## src/rtl/wishbone_pkg.sv

```systemverilog
// Shared types for the Wishbone master: FSM states, response status codes
// and the packed views of the bus signals driven/sampled by the master.
package wishbone_pkg;

  typedef enum logic [1:0] {
    ST_IDLE    = 2'b00,
    ST_REQ     = 2'b01,
    ST_BACKOFF = 2'b10,
    ST_RESP    = 2'b11
  } wb_state_e;

  typedef enum logic [1:0] {
    WB_OK      = 2'b00,
    WB_ERR     = 2'b01,
    WB_RTY_EXH = 2'b10,
    WB_TIMEOUT = 2'b11
  } wb_status_e;

  // Signals driven by the master (tags excluded: their width is per-instance).
  typedef struct packed {
    logic [31:0] adr;
    logic [31:0] dat;
    logic [3:0]  sel;
    logic        we;
    logic        cyc;
    logic        stb;
    logic        lock;
  } wb_master_bus_t;

  // Signals sampled by the master from the shared response bus and arbiter.
  typedef struct packed {
    logic [31:0] dat;
    logic        ack;
    logic        err;
    logic        rty;
    logic        gnt;
  } wb_slave_bus_t;

endpackage

```

## src/rtl/wishbone_master_if.sv

```systemverilog
// Wishbone bus bundle between one master and the interconnect.
interface wishbone_master_if #(
  parameter int TAGSIZE = 2
) ();

  logic [31:0]        wb_adr_o;
  logic [31:0]        wb_dat_o;
  logic [3:0]         wb_sel_o;
  logic               wb_we_o;
  logic               wb_cyc_o;
  logic               wb_stb_o;
  logic               wb_lock_o;
  logic [TAGSIZE-1:0] wb_tga_o;
  logic [TAGSIZE-1:0] wb_tgd_o;
  logic [TAGSIZE-1:0] wb_tgc_o;
  logic [31:0]        wb_dat_i;
  logic               wb_ack_i;
  logic               wb_err_i;
  logic               wb_rty_i;
  logic               wb_gnt_i;
  logic [TAGSIZE-1:0] wb_tgd_i;

  modport master (
    output wb_adr_o, wb_dat_o, wb_sel_o, wb_we_o, wb_cyc_o, wb_stb_o,
           wb_lock_o, wb_tga_o, wb_tgd_o, wb_tgc_o,
    input  wb_dat_i, wb_ack_i, wb_err_i, wb_rty_i, wb_gnt_i, wb_tgd_i
  );

  modport slave (
    input  wb_adr_o, wb_dat_o, wb_sel_o, wb_we_o, wb_cyc_o, wb_stb_o,
           wb_lock_o, wb_tga_o, wb_tgd_o, wb_tgc_o,
    output wb_dat_i, wb_ack_i, wb_err_i, wb_rty_i, wb_gnt_i, wb_tgd_i
  );

endinterface

```

## src/rtl/wishbone_master.sv

```systemverilog
// Single-transaction Wishbone master. Accepts one request, runs the bus cycle
// with retry/backoff and a timeout, and returns a one-cycle response pulse.
//
// Handshake: the request side uses valid/ready; a request transfers on a
// rising edge where req_valid_i and req_ready_o are both high. req_ready_o is
// high only while idle and does not depend on req_valid_i. The response side
// has no back-pressure: rsp_valid_o is a single-cycle pulse and rsp_dat_o /
// rsp_status_o hold their values until the next completion.
module wishbone_master
  import wishbone_pkg::*;
#(
  parameter int TAGSIZE   = 2,
  parameter int MAX_RETRY = 4,
  parameter int TIMEOUT   = 255
) (
  input  logic        clk_i,
  input  logic        rstn_i,
  input  logic        req_valid_i,
  output logic        req_ready_o,
  input  logic        req_we_i,
  input  logic [31:0] req_adr_i,
  input  logic [31:0] req_dat_i,
  input  logic [3:0]  req_sel_i,
  input  logic        req_lock_i,
  output logic        rsp_valid_o,
  output logic [31:0] rsp_dat_o,
  output logic [1:0]  rsp_status_o,
  wishbone_master_if.master wb_bus,
  output wb_state_e   state_o
);

  localparam int RW = $clog2(MAX_RETRY + 1);
  localparam int TW = $clog2(TIMEOUT + 1);

  wb_state_e      state_q, state_d;
  logic [RW-1:0]  retry_q;
  logic [TW-1:0]  tmo_q;
  logic [RW-1:0]  retry_next;
  logic [TW-1:0]  tmo_next;

  logic [31:0]    adr_q, dat_q;
  logic [3:0]     sel_q;
  logic           we_q, lock_q;
  logic [31:0]    rsp_dat_q;
  wb_status_e     rsp_status_q;

  wb_master_bus_t bus_out;
  wb_slave_bus_t  bus_in;

  logic           accept;
  logic           qual, q_err, q_ack, q_rty, q_term;
  logic           retry_hit, tmo_hit;
  logic           unused_tgd;

  assign bus_in.dat = wb_bus.wb_dat_i;
  assign bus_in.ack = wb_bus.wb_ack_i;
  assign bus_in.err = wb_bus.wb_err_i;
  assign bus_in.rty = wb_bus.wb_rty_i;
  assign bus_in.gnt = wb_bus.wb_gnt_i;
  // Incoming data tags carry nothing this master needs.
  assign unused_tgd = ^wb_bus.wb_tgd_i;

  // Terminations count only in REQ with our grant: the response bus is shared.
  // Priority among simultaneous terminations is err > ack > rty.
  always_comb begin
    accept     = (state_q == ST_IDLE) && req_valid_i;
    qual       = (state_q == ST_REQ) && bus_in.gnt;
    q_err      = qual && bus_in.err;
    q_ack      = qual && bus_in.ack && !bus_in.err;
    q_rty      = qual && bus_in.rty && !bus_in.err && !bus_in.ack;
    q_term     = q_err || q_ack || q_rty;
    retry_next = retry_q + 1'b1;
    tmo_next   = tmo_q + 1'b1;
    retry_hit  = (retry_next == RW'(MAX_RETRY));
    // A qualified termination in the timeout cycle wins over the timeout.
    tmo_hit    = (state_q == ST_REQ) && !q_term && (tmo_next == TW'(TIMEOUT));
  end

  // State register.
  always_ff @(posedge clk_i) begin
    if (!rstn_i) state_q <= ST_IDLE;
    else         state_q <= state_d;
  end

  // Next-state logic.
  always_comb begin
    state_d = state_q;
    unique case (state_q)
      ST_IDLE:    if (accept) state_d = ST_REQ;
      ST_REQ: begin
        if (q_err || q_ack)  state_d = ST_RESP;
        else if (q_rty)      state_d = retry_hit ? ST_RESP : ST_BACKOFF;
        else if (tmo_hit)    state_d = ST_RESP;
      end
      ST_BACKOFF: state_d = ST_REQ;
      ST_RESP:    state_d = ST_IDLE;
      default:    state_d = ST_IDLE;
    endcase
  end

  // Request latch, inline retry/timeout counters and response registers.
  always_ff @(posedge clk_i) begin
    if (!rstn_i) begin
      adr_q        <= '0;
      dat_q        <= '0;
      sel_q        <= '0;
      we_q         <= 1'b0;
      lock_q       <= 1'b0;
      retry_q      <= '0;
      tmo_q        <= '0;
      rsp_dat_q    <= '0;
      rsp_status_q <= WB_OK;
    end else begin
      if (accept) begin
        adr_q   <= req_adr_i;
        dat_q   <= req_dat_i;
        sel_q   <= req_sel_i;
        we_q    <= req_we_i;
        lock_q  <= req_lock_i;
        retry_q <= '0;
        tmo_q   <= '0;
      end
      if (state_q == ST_BACKOFF) tmo_q <= '0;
      if (state_q == ST_REQ) begin
        // Counters stop at their limit because the FSM leaves REQ there.
        if (!q_term) tmo_q <= tmo_next;
        if (q_rty) retry_q <= retry_next;
        if (q_err) begin
          rsp_status_q <= WB_ERR;
        end else if (q_ack) begin
          rsp_status_q <= WB_OK;
          if (!we_q) rsp_dat_q <= bus_in.dat;
        end else if (q_rty && retry_hit) begin
          rsp_status_q <= WB_RTY_EXH;
        end else if (tmo_hit) begin
          rsp_status_q <= WB_TIMEOUT;
        end
      end
    end
  end

  // Outputs decoded from state: the bus is driven only while in REQ.
  always_comb begin
    bus_out      = '0;
    bus_out.adr  = adr_q;
    bus_out.dat  = dat_q;
    bus_out.sel  = sel_q;
    bus_out.we   = we_q;
    bus_out.cyc  = (state_q == ST_REQ);
    bus_out.stb  = (state_q == ST_REQ);
    bus_out.lock = (state_q == ST_REQ) && lock_q;
    req_ready_o  = (state_q == ST_IDLE);
    rsp_valid_o  = (state_q == ST_RESP);
  end

  assign wb_bus.wb_adr_o  = bus_out.adr;
  assign wb_bus.wb_dat_o  = bus_out.dat;
  assign wb_bus.wb_sel_o  = bus_out.sel;
  assign wb_bus.wb_we_o   = bus_out.we;
  assign wb_bus.wb_cyc_o  = bus_out.cyc;
  assign wb_bus.wb_stb_o  = bus_out.stb;
  assign wb_bus.wb_lock_o = bus_out.lock;
  assign wb_bus.wb_tga_o  = {TAGSIZE{1'b0}};
  assign wb_bus.wb_tgd_o  = {TAGSIZE{1'b0}};
  assign wb_bus.wb_tgc_o  = {TAGSIZE{1'b0}};

  assign rsp_dat_o    = rsp_dat_q;
  assign rsp_status_o = rsp_status_q;
  assign state_o      = state_q;

endmodule

```

## src/flat_wrapper.sv

```systemverilog
// flat-port wrapper written by rule: the top's interface ports become plain ports
module wishbone_master_flat import wishbone_pkg::*;
#(
  parameter int TAGSIZE   = 2,
  parameter int MAX_RETRY = 4,
  parameter int TIMEOUT   = 255
)
  (clk_i, rstn_i, req_valid_i, req_ready_o, req_we_i, req_adr_i, req_dat_i, req_sel_i, req_lock_i, rsp_valid_o, rsp_dat_o, rsp_status_o, state_o, wb_bus_wb_adr_o, wb_bus_wb_dat_o, wb_bus_wb_sel_o, wb_bus_wb_we_o, wb_bus_wb_cyc_o, wb_bus_wb_stb_o, wb_bus_wb_lock_o, wb_bus_wb_tga_o, wb_bus_wb_tgd_o, wb_bus_wb_tgc_o, wb_bus_wb_dat_i, wb_bus_wb_ack_i, wb_bus_wb_err_i, wb_bus_wb_rty_i, wb_bus_wb_gnt_i, wb_bus_wb_tgd_i);
  wishbone_master_if #(.TAGSIZE(TAGSIZE)) wb_bus_i ();
  input  logic clk_i;
  input  logic rstn_i;
  input  logic req_valid_i;
  output logic req_ready_o;
  input  logic req_we_i;
  input  logic [31:0] req_adr_i;
  input  logic [31:0] req_dat_i;
  input  logic [3:0] req_sel_i;
  input  logic req_lock_i;
  output logic rsp_valid_o;
  output logic [31:0] rsp_dat_o;
  output logic [1:0] rsp_status_o;
  output wb_state_e state_o;
  output wire logic [$bits(wb_bus_i.wb_adr_o)-1:0] wb_bus_wb_adr_o;
  output wire logic [$bits(wb_bus_i.wb_dat_o)-1:0] wb_bus_wb_dat_o;
  output wire logic [$bits(wb_bus_i.wb_sel_o)-1:0] wb_bus_wb_sel_o;
  output wire logic [$bits(wb_bus_i.wb_we_o)-1:0] wb_bus_wb_we_o;
  output wire logic [$bits(wb_bus_i.wb_cyc_o)-1:0] wb_bus_wb_cyc_o;
  output wire logic [$bits(wb_bus_i.wb_stb_o)-1:0] wb_bus_wb_stb_o;
  output wire logic [$bits(wb_bus_i.wb_lock_o)-1:0] wb_bus_wb_lock_o;
  output wire logic [$bits(wb_bus_i.wb_tga_o)-1:0] wb_bus_wb_tga_o;
  output wire logic [$bits(wb_bus_i.wb_tgd_o)-1:0] wb_bus_wb_tgd_o;
  output wire logic [$bits(wb_bus_i.wb_tgc_o)-1:0] wb_bus_wb_tgc_o;
  input wire logic [$bits(wb_bus_i.wb_dat_i)-1:0] wb_bus_wb_dat_i;
  input wire logic [$bits(wb_bus_i.wb_ack_i)-1:0] wb_bus_wb_ack_i;
  input wire logic [$bits(wb_bus_i.wb_err_i)-1:0] wb_bus_wb_err_i;
  input wire logic [$bits(wb_bus_i.wb_rty_i)-1:0] wb_bus_wb_rty_i;
  input wire logic [$bits(wb_bus_i.wb_gnt_i)-1:0] wb_bus_wb_gnt_i;
  input wire logic [$bits(wb_bus_i.wb_tgd_i)-1:0] wb_bus_wb_tgd_i;
  assign wb_bus_wb_adr_o = wb_bus_i.wb_adr_o;
  assign wb_bus_wb_dat_o = wb_bus_i.wb_dat_o;
  assign wb_bus_wb_sel_o = wb_bus_i.wb_sel_o;
  assign wb_bus_wb_we_o = wb_bus_i.wb_we_o;
  assign wb_bus_wb_cyc_o = wb_bus_i.wb_cyc_o;
  assign wb_bus_wb_stb_o = wb_bus_i.wb_stb_o;
  assign wb_bus_wb_lock_o = wb_bus_i.wb_lock_o;
  assign wb_bus_wb_tga_o = wb_bus_i.wb_tga_o;
  assign wb_bus_wb_tgd_o = wb_bus_i.wb_tgd_o;
  assign wb_bus_wb_tgc_o = wb_bus_i.wb_tgc_o;
  assign wb_bus_i.wb_dat_i = wb_bus_wb_dat_i;
  assign wb_bus_i.wb_ack_i = wb_bus_wb_ack_i;
  assign wb_bus_i.wb_err_i = wb_bus_wb_err_i;
  assign wb_bus_i.wb_rty_i = wb_bus_wb_rty_i;
  assign wb_bus_i.wb_gnt_i = wb_bus_wb_gnt_i;
  assign wb_bus_i.wb_tgd_i = wb_bus_wb_tgd_i;
  wishbone_master #(.TAGSIZE(TAGSIZE), .MAX_RETRY(MAX_RETRY), .TIMEOUT(TIMEOUT)) u_core (.clk_i(clk_i), .rstn_i(rstn_i), .req_valid_i(req_valid_i), .req_ready_o(req_ready_o), .req_we_i(req_we_i), .req_adr_i(req_adr_i), .req_dat_i(req_dat_i), .req_sel_i(req_sel_i), .req_lock_i(req_lock_i), .rsp_valid_o(rsp_valid_o), .rsp_dat_o(rsp_dat_o), .rsp_status_o(rsp_status_o), .wb_bus(wb_bus_i), .state_o(state_o));
endmodule
```

## config.mk

```make
export PLATFORM = sky130hd
export DESIGN_NAME = wishbone_master_flat
export DESIGN_NICKNAME = d
export VERILOG_FILES = /design/src/rtl/wishbone_pkg.sv /design/src/rtl/wishbone_master_if.sv /design/src/rtl/wishbone_master.sv /design/src/flat_wrapper.sv
export SDC_FILE = /design/constraint.sdc
export NUM_CORES = 1
export LEC_CHECK = 0
export ABC_AREA = 1
export CORE_UTILIZATION = 40
export CTS_CLUSTER_SIZE = 24
export DETAILED_ROUTE_END_ITERATION = 8
export PLACE_DENSITY_LB_ADDON = 0.1
export REMOVE_ABC_BUFFERS = 1
export SLEW_MARGIN = 20
export SYNTH_ARGS = -nofsm -noshare
export SYNTH_HDL_FRONTEND = slang
export SYNTH_SLANG_ARGS = --single-unit
```

## constraint.sdc

```tcl
create_clock -name clk_i -period 2.1 [get_ports clk_i]
set_clock_uncertainty 0.1 [all_clocks]
set_input_delay 0.42 -clock clk_i [delete_from_list [all_inputs] [get_ports clk_i]]
set_output_delay 0.42 -clock clk_i [all_outputs]
set_load 0.02 [all_outputs]
```

==> results.md <==
- Vias per cell: 4.72
- Int Pwr: 4.92 mW
- # setup viols final: 0
- Syn Area/Cell: between 7 and 8 µm²
- Switching power: 1.67 mW
- Drt total wl: around 13000 µm
- Initial Utilization: around two fifths
- Largest cells by area after synthesis: dfxtp_1 53%, nor2_1 19%, o21ai_0 12%
- Status: finished, final reports clean
- Drt drc: 0
- Worst EP arrival: 1.53 ns
- Drt first pass iters: 7
- Core Box Area: 10800 µm²
- Area leader, netlist: dfxtp_1
- Synth unique cells: 25
- GPL Wtd Cong: 0.798
- Total CTS buffers: 17
- Crit-path slowest cell: clkdlybuf4s50_1
- Commonest non-fill, non-tap cell in the layout: nor2_1
- H-tree lvl count: 4
- Clock Power Share: between 40% and 50%
- Root buf cell: clkbuf_8
- Highest-count cells in the layout ignoring fill and taps: 219 x nor2_1, 211 x clkdlybuf4s50_1, 115 x dfxtp_1
- Row count: 38
- Min-Delay Path Class: primary input to register
- TritonCTS clock tree: yes
- Dpl hpwl: 8850 µm
- Post-route setup slack: 0.0547 ns
- Top cell type's share of synthesized area: a little over half
- Mapped Area: ~4400 µm²
- Final Core Density: 67.8%
- Critical path startpoint category: register
- Buf/Inv on CP: 1
- Worst setup EP type: output pin
- Io pins: 227
- Leakage Power: slightly below 3 nW
- Worst path cell trace: clkdlybuf4s50_1
- Initial detailed-routing violation count: roughly 210
- Period utilization: 97.4%
- Number of synthesized register bits: roughly 120
- RSZ-0062 raised after global routing: false
- Largest net degree at the start of global routing: 80
- Vias in the first global route: around 4300
- Die Wd: 107 µm
- Tot Pwr: 6.59 mW
- Nets: 916
- Crit Path Category: register to output pin
- Slew Limit Fails: 0
- Syn Inst Count: 585
- Power per Cell Area: 896 nW/µm²
- Antenna viol nets, final: 0
- # port buffers: around 220
- Crit-path max cell delay: 0.63 ns
- First-pass GRT wire length: roughly 20000 µm
- Setup TNS after final layout: 0 ns
- Fin. Hold Viols: 0
- GRT overflow: 0
- Worst-Skew Late Latency: 0.51 ns
- Crit path max fanout: 6
- Max IR drop VDD: 0.485 mV
- Clock Tree Buf Depth: 2
- MaxCap Viol Count: 0
- GR Util All Layers: 22.3%
- Critical path's top delay family: buffers and inverters
- Vias: 4496
- Layout cell share with drive strength beyond 1: 7.75%
- Max frequency: approximately 490 MHz
- Layout area overhead: 65.6%
- Average wire per standard cell: 13.3 µm
- Post-synthesis sequential area ratio: 52.7%
- Comb power frac: 18.1%
- CP required: 1.58 ns
- Minimum clock period: 2.05 ns
- DIE AREA: 11500 µm²
- Ys Warns: 0
- Sw frac: between 20% and 30%
- Initial antenna violation count: 1
- CTS sink count: 117
- Placed Cells: 922
- Fin cells: 953
- Clk pin slew, worst setup/hold paths: 0.05 ns
- Die Ht: ~110 µm
- N_diodes: 0
- Sequential power share: between 30% and 40%
- Place WS: 0.0596 ns
[metal layers]
layer | share of wire [%] | track usage (%) | vias to the layer above
li1 | - | - | 2297
met1 | 41 | 24.3 | 2004
met2 | 47 | 37.1 | 171
met3 | 10 | 10.2 | 22
met4 | 2.0 | 9.78 | 2
met5 | 0.10 | 0 | -
[worst paths after layout]
| check | endpoint | slack, ns | start | cells past startpoint |
|---|---|---|---|---|
| worst max-delay path | state_o[1] | 0.05 | u_core.state_o[1]$_SDFFE_PN0P_ | 1 |
| worst min-delay path | u_core.wb_bus.wb_we_o$_SDFFE_PN0P_ | 0.30 | rstn_i | 4 |
| worst max register to register | u_core.rsp_status_o[0]$_SDFFE_PN0P_ | 0.35 | u_core.tmo_q[0]$_SDFF_PN0_ | 9 |
| worst min register to register | u_core.lock_q$_SDFFE_PN0P_ | 0.36 | u_core.lock_q$_SDFFE_PN0P_ | 2 |
[synth_stat cells]
library cell and number:
nand3_1 9, conb_1 1, nor2_4 2, nor2_1 219, a211oi_1 2, a21oi_2 1, or2_2 1, nand2_2 2
buf_4 13, ha_1 4, buf_6 1, o21ai_1 3, nand2_1 24, nor3_1 3, a21oi_1 12, inv_1 21
dfxtp_1 117, nor2_2 2, clkbuf_1 27, nand4_1 2, o21ai_0 109, inv_2 4, xor2_1 1, a31oi_1 2
a211oi_2 3
[cell families after synthesis]
logic type,after synthesis,synth area share [%]
other cells,1,0.0844
fa+ha+maj,4,1.13
simple gates,264,23.4
xor+xnor,1,0.197
buf+inv,66,6.85
compound gates,132,15.6
flops,117,52.7
[worst min-delay path: stages]
cell     delay, ns
buf_2         0.13
buf_12        0.18
o21ai_0       0.10
nor2_1        0.04
[metrics by stage]
stage	area (µm²)	hold WS, ns
after floorplan	4250	0.329
after global placement	6770	0.341
after detailed placement	6770	0.351
after CTS	7360	0.291
after global routing	7350	0.335
final	7350	0.303
[flip-flops by register name (all words and copies together) (netlist names)]
signal / cells
u_core.state_o: 2
u_core.rsp_status_o: 2
u_core.wb_bus.wb_we_o: 1
u_core.wb_bus.wb_sel_o: 4
u_core.wb_bus.wb_adr_o: 32
u_core.lock_q: 1
u_core.tmo_q: 8
u_core.rsp_dat_o: 32
u_core.retry_q: 3
u_core.wb_bus.wb_dat_o: 32
[power by group through the flow]
| stage | Clock (mW) | Combinational (mW) | Sequential [mW] |
|---|---|---|---|
| floorplan | 0 | 0.356 | 2.71 |
| global placement | 0 | 1.18 | 2.52 |
| detailed placement | 0 | 1.20 | 2.53 |
| CTS | 2.95 | 1.20 | 2.49 |
| global route | 3.08 | 1.31 | 2.51 |
| finish | 2.91 | 1.20 | 2.49 |
[repair_timing]
action	4_1_cts	5_1_grt
buffers inserted	0	0
hold buffers	0	0
endpoints found under the setup margin	7	3
gates resized for setup	8	3
pin swaps	0	0
[area by class of cell]
cell class | instances | area (µm²)
Sequential cell | 117 | 2340
Clock inverter | 10 | 155
Multi-Input combinational cell | 407 | 1820
Inverter | 25 | 93.8
Tap cell | 140 | 175
Fill cell | 892 | 3490
Timing Repair Buffer | 233 | 2330
Clock buffer | 21 | 439
Note: power is estimated with default switching activity, not from simulation.
